$ cat config.mk
export PLATFORM = sky130hd
export DESIGN_NAME = multi_contador
export DESIGN_NICKNAME = d
export VERILOG_FILES = /design/src/rtl/multi_contador.sv
export SDC_FILE = /design/constraint.sdc
export NUM_CORES = 1
export LEC_CHECK = 0
export CAP_MARGIN = 20
export CELL_PAD_IN_SITES_DETAIL_PLACEMENT = 1
export CELL_PAD_IN_SITES_GLOBAL_PLACEMENT = 2
export CORE_MARGIN = 8
export CORE_UTILIZATION = 38
export DETAILED_ROUTE_END_ITERATION = 8
export PLACE_DENSITY = 0.92
export SYNTH_ARGS = -nofsm -noshare
export SYNTH_HDL_FRONTEND = slang
export SYNTH_SLANG_ARGS = --single-unit
$ cat constraint.sdc
create_clock -name clk -period 5.2 [get_ports clk]
set_input_delay 1.56 -clock clk [delete_from_list [all_inputs] [get_ports clk]]
set_output_delay 1.56 -clock clk [all_outputs]
set_load 0.03 [all_outputs]
$ cat src/rtl/multi_contador.sv
// -----------------------------------------------------------------------------
// multi_contador
//
// Multi-channel stopwatch / countdown timer. NCH independent channels share a
// single prescaler that divides clk down to a one-second tick. Each channel
// counts up or down between 0 and a captured per-channel limit. There are four
// counting modes, run/hold control, a per-channel clear and a display freeze.
//
// Parameters
//   WIDTH     bits per channel value and limit
//   NCH       number of channels
//   TICK_DIV  clk cycles per tick (>= 2)
//
// Ports
//   clk     in   system clock
//   reseta  in   asynchronous active-low reset
//   cfg     in   1 = configuration mode; every channel is held in LOAD
//   mode    in   2 bits per channel: 00 up-stop, 01 down-stop,
//                10 down-reload, 11 up-wrap
//   tempo   in   per-channel limit/preset, channel i at [i*WIDTH +: WIDTH]
//   start   in   per-channel level: 1 = count, 0 = hold
//   clr     in   per-channel synchronous clear
//   pause   in   per-channel display freeze (counting continues)
//   aux     out  displayed value per channel
//   done    out  channel sits at its terminal value (modes 00/01)
//   tim     out  alarm square wave, toggles once per tick while done
//   wrap    out  one-cycle pulse after a reload/wrap (modes 10/11)
// -----------------------------------------------------------------------------
module multi_contador #(
    parameter int WIDTH    = 16,
    parameter int NCH      = 2,
    parameter int TICK_DIV = 25000000
) (
    input  logic                   clk,
    input  logic                   reseta,
    input  logic                   cfg,
    input  logic [2*NCH-1:0]       mode,
    input  logic [WIDTH*NCH-1:0]   tempo,
    input  logic [NCH-1:0]         start,
    input  logic [NCH-1:0]         clr,
    input  logic [NCH-1:0]         pause,
    output logic [WIDTH*NCH-1:0]   aux,
    output logic [NCH-1:0]         done,
    output logic [NCH-1:0]         tim,
    output logic [NCH-1:0]         wrap
);

    // -------------------------------------------------------------------------
    // Local types and constants
    // -------------------------------------------------------------------------
    localparam int PW = (TICK_DIV > 1) ? $clog2(TICK_DIV) : 1;
    localparam logic [PW-1:0] PRESC_LAST = PW'(TICK_DIV - 1);

    localparam logic [1:0] MODE_UP_STOP     = 2'b00;
    localparam logic [1:0] MODE_DOWN_STOP   = 2'b01;
    localparam logic [1:0] MODE_DOWN_RELOAD = 2'b10;
    localparam logic [1:0] MODE_UP_WRAP     = 2'b11;

    typedef enum logic [1:0] {
        ST_LOAD = 2'd0,
        ST_RUN  = 2'd1,
        ST_HOLD = 2'd2,
        ST_DONE = 2'd3
    } state_e;

    // Up-counting modes start from 0, down-counting modes start from the limit.
    function automatic logic [WIDTH-1:0] init_value(input logic [1:0]       m,
                                                    input logic [WIDTH-1:0] t);
        return (m == MODE_UP_STOP || m == MODE_UP_WRAP) ? '0 : t;
    endfunction

    // State entered when leaving LOAD (or after a clear). In both stopping
    // modes a zero preset makes the initial value already terminal.
    function automatic state_e load_exit(input logic [1:0]       m,
                                         input logic [WIDTH-1:0] t,
                                         input logic             s);
        logic terminal;
        terminal = (t == '0) && (m == MODE_UP_STOP || m == MODE_DOWN_STOP);
        if (terminal)
            return ST_DONE;
        else if (s)
            return ST_RUN;
        else
            return ST_HOLD;
    endfunction

    // -------------------------------------------------------------------------
    // Shared prescaler
    // -------------------------------------------------------------------------
    logic [PW-1:0] presc_q, presc_d;
    logic          tick;

    // cfg holds the prescaler at 0 and also masks a tick that is pending in
    // the same cycle cfg rises.
    assign tick = !cfg && (presc_q == PRESC_LAST);

    always_comb begin
        if (cfg || tick)
            presc_d = '0;
        else
            presc_d = presc_q + PW'(1);
    end

    // NOTE: sequential state is written with non-blocking assignments only, so
    // every register samples the values that existed before the clock edge.
    always_ff @(posedge clk or negedge reseta) begin
        if (!reseta)
            presc_q <= '0;
        else
            presc_q <= presc_d;
    end

    // -------------------------------------------------------------------------
    // Per-channel counters
    // -------------------------------------------------------------------------
    for (genvar ch = 0; ch < NCH; ch++) begin : g_ch
        logic [1:0]       mode_c;
        logic [WIDTH-1:0] tempo_c;

        state_e           state_q, state_d;
        logic [WIDTH-1:0] value_q, value_d;
        logic [WIDTH-1:0] limit_q, limit_d;
        logic [WIDTH-1:0] aux_q,   aux_d;
        logic             done_q,  done_d;
        logic             tim_q,   tim_d;
        logic             wrap_q,  wrap_d;

        logic [WIDTH-1:0] inc_v, dec_v;
        logic             reload_evt;   // reload/wrap happening on this edge
        logic             restart;      // value re-initialised on this edge

        assign mode_c  = mode[2*ch +: 2];
        assign tempo_c = tempo[ch*WIDTH +: WIDTH];
        assign inc_v   = value_q + WIDTH'(1);
        assign dec_v   = value_q - WIDTH'(1);

        // ---- state register ----
        always_ff @(posedge clk or negedge reseta) begin
            if (!reseta) begin
                state_q <= ST_LOAD;
                value_q <= '0;
                limit_q <= '0;
                aux_q   <= '0;
                done_q  <= 1'b0;
                tim_q   <= 1'b0;
                wrap_q  <= 1'b0;
            end else begin
                state_q <= state_d;
                value_q <= value_d;
                limit_q <= limit_d;
                aux_q   <= aux_d;
                done_q  <= done_d;
                tim_q   <= tim_d;
                wrap_q  <= wrap_d;
            end
        end

        // ---- next-state logic ----
        // Priority: cfg > clr > start > tick.
        always_comb begin
            // NOTE: every signal gets a default before any branch so that no
            // path leaves it unassigned, which would infer a latch.
            state_d    = state_q;
            value_d    = value_q;
            limit_d    = limit_q;
            reload_evt = 1'b0;
            restart    = 1'b0;

            if (cfg) begin
                // Tracking the live preset while in LOAD is the same as
                // capturing it on the exit edge.
                state_d = ST_LOAD;
                value_d = init_value(mode_c, tempo_c);
                limit_d = tempo_c;
                restart = 1'b1;
            end else if (state_q == ST_LOAD || clr[ch]) begin
                // Leaving LOAD and clearing share the same capture/exit rule.
                // A tick coinciding with a clear is dropped for this channel.
                state_d = load_exit(mode_c, tempo_c, start[ch]);
                value_d = init_value(mode_c, tempo_c);
                limit_d = tempo_c;
                restart = 1'b1;
            end else begin
                case (state_q)
                    ST_RUN: begin
                        if (!start[ch]) begin
                            state_d = ST_HOLD;
                        end else if (tick) begin
                            case (mode_c)
                                MODE_UP_STOP: begin
                                    value_d = inc_v;
                                    if (inc_v == limit_q)
                                        state_d = ST_DONE;
                                end
                                MODE_DOWN_STOP: begin
                                    value_d = dec_v;
                                    if (dec_v == '0)
                                        state_d = ST_DONE;
                                end
                                MODE_DOWN_RELOAD: begin
                                    if (value_q == '0) begin
                                        value_d    = limit_q;
                                        reload_evt = 1'b1;
                                    end else begin
                                        value_d = dec_v;
                                    end
                                end
                                MODE_UP_WRAP: begin
                                    if (value_q == limit_q) begin
                                        value_d    = '0;
                                        reload_evt = 1'b1;
                                    end else begin
                                        value_d = inc_v;
                                    end
                                end
                            endcase
                        end
                    end
                    ST_HOLD: begin
                        // Ticks are ignored while holding.
                        if (start[ch])
                            state_d = ST_RUN;
                    end
                    ST_DONE: begin
                        // Frozen until clr or cfg, handled above.
                    end
                    ST_LOAD: begin
                        // Unreachable here: LOAD always exits in the branch above.
                        state_d = ST_LOAD;
                    end
                endcase
            end
        end

        // ---- output logic ----
        always_comb begin
            done_d = (state_d == ST_DONE);
            wrap_d = reload_evt;

            // The alarm only toggles while the channel stays in DONE; the edge
            // that enters DONE leaves it low, and any restart clears it.
            if (!restart && state_q == ST_DONE && state_d == ST_DONE)
                tim_d = tim_q ^ tick;
            else
                tim_d = 1'b0;

            // In configuration the display shows the preset being dialled in;
            // otherwise it follows the next value unless frozen.
            if (cfg)
                aux_d = tempo_c;
            else if (pause[ch])
                aux_d = aux_q;
            else
                aux_d = value_d;
        end

        assign aux[ch*WIDTH +: WIDTH] = aux_q;
        assign done[ch]               = done_q;
        assign tim[ch]                = tim_q;
        assign wrap[ch]               = wrap_q;
    end

endmodule

# ---- Yosys cells after proc, flatten, opt, wreduce, memory -nomap -nowiden
# Cells that the tools add are included.
dict set report classes {
  n_bitwise 2
  muxes 71
  addsub 5
  n_reduce_logical 29
  eq_ne 21
}
# op n
set ops {}
lappend ops {{$mux W16} 24}
lappend ops {{$pmux W16 S4} 2}
lappend ops {{$logic_not A16 Y1} 6}
lappend ops {{$eq A16 B16 Y1} 4}
lappend ops {{$mux W2} 18}
lappend ops {{$add A16 B1 Y16 const B} 2}
lappend ops {{$sub A16 B1 Y16 const B} 2}
lappend ops {{$add A25 B1 Y25 const B} 1}
lappend ops {{$eq A25 B25 Y1 const B} 1}
lappend ops {{$mux W25} 1}
lappend ops {{$eq A2 B2 Y1 const B} 10}
lappend ops {{$mux W1} 20}
lappend ops {{$pmux W2 S3} 2}
lappend ops {{$eq A2 B1 Y1 const B} 4}
lappend ops {{$logic_not A2 Y1} 4}
lappend ops {{$pmux W2 S2} 2}
lappend ops {{$logic_and A1 B1 Y1} 7}
lappend ops {{$logic_or A1 B1 Y1} 7}
lappend ops {{$ne A2 B2 Y1 const B} 2}
lappend ops {{$pmux W1 S2} 2}
lappend ops {{$reduce_bool A2 Y1} 2}
lappend ops {{$logic_not A1 Y1} 3}
lappend ops {{$xor A1 B1 Y1} 2}
dict set report word_totals {
  out_inout_bits 38
  in_bits 45
  wordCells 143
  reg_bits 131
}

# ---- Depth between registers and ports, before layout
dict set report logic_depth {
  word_depth 12
  mapped_depth 13
  depth_no_buf 10
}

# ---- Worst setup path after synthesis
# Ideal clock, no wire load.
dict set report synth_path {
  path_kind {input to register}
  from {input port cfg}
  to {register g_ch[0].aux_q[6]}
  setup_slack_ns 1.764
  stages 8
  path_buffers 1
  arrival_ns 3.360
  path_cell_list {clkbuf_1 or3_1 nor4_4 nand4_2 or4_1 o22ai_1 a221oi_1 a21oi_2}
}
dict set report synth_via {
  elab_chain_cells 9
}
# element line
set synth_lines {}
lappend synth_lines {{from (decl)} 36} ;# input logic cfg,
lappend synth_lines {{$logic_not A1 Y1} 95} ;# assign tick = !cfg && (presc_q == PRESC_LAST);
lappend synth_lines {{$logic_and A1 B1 Y1} 95}
lappend synth_lines {{$mux W16} 188} ;# end else if (tick) begin
lappend synth_lines {{$mux W16} 186} ;# if (!start[ch]) begin
lappend synth_lines {{$mux W16} 184} ;# case (state_q)
lappend synth_lines {{$mux W16} 176} ;# end else if (state_q == ST_LOAD || clr[ch]) begin
lappend synth_lines {{$mux W16} 169} ;# if (cfg) begin
lappend synth_lines {{$mux W16} 251} ;# else if (pause[ch])
lappend synth_lines {{$mux W16} 249} ;# if (cfg)
lappend synth_lines {{to (signal assigned)} 151} ;# aux_q <= aux_d;
lappend synth_lines {{to (decl)} 123} ;# logic [WIDTH-1:0] aux_q, aux_d;
# Parallel ways exist; a longest one is shown, timed or not. The select of a mux whose other input is x is not followed.
# A chain may end at the register's enable or synchronous reset.

# ---- Final worst setup path
dict set report layout_path {
  from {input port mode[0]}
  to {register g_ch[0].done_q}
}
dict set report layout_via {
  elab_chain_cells 8
}
# element line
set layout_lines {}
lappend layout_lines {{from (decl)} 37} ;# input logic [2*NCH-1:0] mode,
lappend layout_lines {{$eq A2 B1 Y1 or $logic_not A2 Y1 (tied branches)} {78, 189}}
lappend layout_lines {{$pmux W2 S2} 189} ;# case (mode_c)
lappend layout_lines {{$mux W2} 188}
lappend layout_lines {{$mux W2} 186}
lappend layout_lines {{$pmux W2 S3} 184}
lappend layout_lines {{$mux W2 (*)} 176}
lappend layout_lines {{$mux W2 (*)} 169}
lappend layout_lines {{$eq A2 B2 Y1 (*)} 237} ;# done_d = (state_d == ST_DONE);
lappend layout_lines {{net g_ch[0].done_d} 124} ;# logic done_q, done_d;
lappend layout_lines {{to (signal assigned)} 152} ;# done_q <= done_d;
lappend layout_lines {{to (decl)} 124}
# Mark *: on every way through the listed nets, which the timed path passes. The rest lies on a longest branch.

==> flow_summary_export.csv <==
group,metric,value,unit
run_status,outcome,"finished, final reports clean",
timing,fmax,0.245,GHz
clock_network,cts.clk_slew.worst_paths,0.07,ns
clock_network,tritoncts,"yes",
placement,routabilityCongestion,0.972,
grt,grt_pass1_vias,9468,
layout,num_antenna_cells,0,
layout,fillers,2886,
clock_network,post_cts_resized,0,
timing,final_hold_viol_count,0,
timing,max_slew_margin,29.5,%
timing,tightest_slew,1.06,ns
drt,vias,9178,
layout,nets,1242,
layout,fin_util,45.1,%
layout,multi_input_area,5510,um^2
clock_network,post_cts_buffers,0,
placement,port_buffers,82,
grt,grt_pass1_wl,56300,um
hold_path,hp-class,"reg2reg",
clock_network,cts_sinks,131,
synthesis,syn_nets,1213,
worst_setup_path,cp.arrival,4.40,ns
flow_run,drv_cap,0,
floorplanning,dieWidth,173,um
timing,final_max_slew_viol_count,0,
power_and_ir_drop,leakage,4.37,nW
layout,finalInstanceArea,10900,um^2
clock_network,clockRootBuffer,"clkbuf_16",
timing,setup_viol,0,
drt,avgViaCountPerCell,6.04,
synthesis,synth_edf_count,0,
worst_setup_path,crit_type,"in2reg",
worst_setup_path,critPathMaxFanout,26,
grt,grt_max_degree,98,
timing,setup_slack,1.13,ns
drt,drc,0,
timing,clock_skew,0.0176,ns
placement,place_ws,0.717,ns
timing,layout_min_cycle_time,4.07,ns
synthesis,synth_cell_types,83,
clock_network,cts_buffers,17,
synthesis,syn_area_per_cell,8.09,um^2
worst_setup_path,crit_path_end_kind,"flop",
worst_setup_path,slowest_stage,"ha_1",
placement,dp_hpwl,26100,um
power_and_ir_drop,peakVddDrop,0.000209,V
clock_network,htreeDepth,4,
synthesis,ys_warn_count,0,
worst_setup_path,slowest_delay,0.85,ns
floorplanning,start_util,38.6,%
worst_setup_path,cp-start-kind,"input pin",
synthesis,ys_async_sr_fraction,100,%
worst_setup_path,crit_chain,"clkdlybuf4s50_1, inv_1, ha_1, nand4_1, nor3_1, nand4_1, nor4_1, o31ai_1, nor3_1",
layout,seq_area,3280,um^2
grt,antenna_found_initial,1,
timing,rsz0062_at_grt,"no",
floorplanning,die_h,173,um
layout,final_common_cell,"nand2_1",
floorplanning,rows,57,
timing,final.setup.tns,0,ns
power_and_ir_drop,power_per_cell_area,304,nW/um^2
synthesis,ys_seq_area_share,35.1,%
floorplanning,die_area,29800,um^2
layout,drive_gt1_share,7.20,%
drt,first_pass_iters,7,
layout,syn2layout_area_growth,16.9,%
drt,drtAntennaViolNets,0,
synthesis,synth_ff_type,"dfrtp_1",
synthesis,syn_inst,1153,
timing,fin_crit_sh,78.3,%
synthesis,ys_ff_latch,131,
floorplanning,pin_count,83,
grt,grt_util_all_layers,23.8,%
grt,overflow,0,
placement,place_area,10300,um^2
drt,wl_per_cell,23.6,um
layout,final_cell_mix,"nand2_1 (184), dfrtp_1 (131), clkdlybuf4s50_1 (81)",
worst_setup_path,required,5.53,ns
drt,drt_iter0_drc,818,
drt,drt_wl_total,35900,um
clock_network,clock_path_buffers,2,
floorplanning,core-area,24200,um^2
clock_network,hold_buffers,0,
power_and_ir_drop,power,3.32,mW
clock_network,insertion_delay,0.45,ns
synthesis,synth_area,9330,um^2
[worst max-delay path, delay by kind of cell]
kind / cells / cell delay (ns)
adders and majority gates: 1 / 0.85
and+or+nand+nor: 5 / 1.28
AOI/OAI and AO/OA: 1 / 0.15
buffers and inverters: 2 / 0.55
[area by class of cell]
class	instances	share of cell area, %
inverter	42	1.45
multi-input combinational	895	50.5
clock inverter	15	1.89
clock buffer	17	3.90
tap	324	3.72
timing repair buffer	95	8.44
sequential	131	30.1
[cell usage after synthesis, drive strengths merged, types with 13 or more instances]
cell / count / area share (%)
o21ai: 70 / 3.8
a21oi: 56 / 3.4
nand2: 184 / 7.4
nand4: 25 / 1.8
xor2: 44 / 4.1
a22oi: 20 / 1.6
ha: 15 / 2.0
nor3: 50 / 2.9
clkbuf: 48 / 1.9
and3: 19 / 1.3
nor2: 77 / 3.1
o22ai: 21 / 1.4
nand3: 45 / 2.5
a211oi: 14 / 1.2
dfrtp: 131 / 35
buf: 37 / 2.2
xnor2: 59 / 5.5
inv: 42 / 1.7
nor4: 23 / 2.1
nor2b: 13 / 0.87
or3: 17 / 1.1
[cells by family (layout without fill, tap and decap cells)]
logic type | Yosys count | in the layout | synth area share, %
compound gates | 266 | 266 | 19.3
simple gates | 506 | 506 | 27.5
fa+ha+maj | 15 | 15 | 2.01
mux | 5 | 5 | 0.550
xor+xnor | 103 | 103 | 9.67
flops | 131 | 131 | 35.1
buf+inv | 127 | 169 | 5.86
[registers in the layout (all words and copies together) (netlist names)]
signal / flops
g_ch.aux_q: 32
g_ch.limit_q: 32
g_ch.value_q: 32
presc_q: 25
g_ch.state_q: 4
g_ch.done_q: 2
g_ch.tim_q: 2
g_ch.wrap_q: 2
[final timing paths]
path,slack (ns),start,end,cells after the start
setup / recovery,1.13,mode[0],g_ch[0].done_q$_DFF_PN0_,9
hold / removal,0.49,presc_q[0]$_DFF_PN0_,presc_q[0]$_DFF_PN0_,1
min in group asynchronous,1.20,reseta,presc_q[11]$_DFF_PN0_,1
hold reg to reg,0.49,presc_q[0]$_DFF_PN0_,presc_q[0]$_DFF_PN0_,1
max in group asynchronous,3.10,reseta,g_ch[1].value_q[13]$_DFF_PN0_,2
setup reg to reg,1.85,g_ch[0].value_q[2]$_DFF_PN0_,g_ch[0].aux_q[11]$_DFFE_PN0P_,7
[layer usage]
metal	GRT usage (%)	vias up	wire (um)
met5	0	-	10
met4	8.95	2	1220
met3	5.05	79	2390
met2	38.1	333	16700
met1	31.1	4614	15600
li1	-	4150	-
[power breakdown]
group	switching [mW]	total (mW)	internal, mW
logic	0.460	0.750	0.290
clock network	0.591	1.33	0.739
registers	0.142	1.23	1.09
[through the flow]
| step | cells | hold slack, ns |
|---|---|---|
| after detailed placement | 1487 | 0.485 |
| after floorplan | 1153 | 0.455 |
| after global placement | 1487 | 0.478 |
| final | 1519 | 0.491 |
| after global routing | 1519 | 0.519 |
| after CTS | 1519 | 0.495 |
No activity file was read; power rests on OpenSTA's default activity.
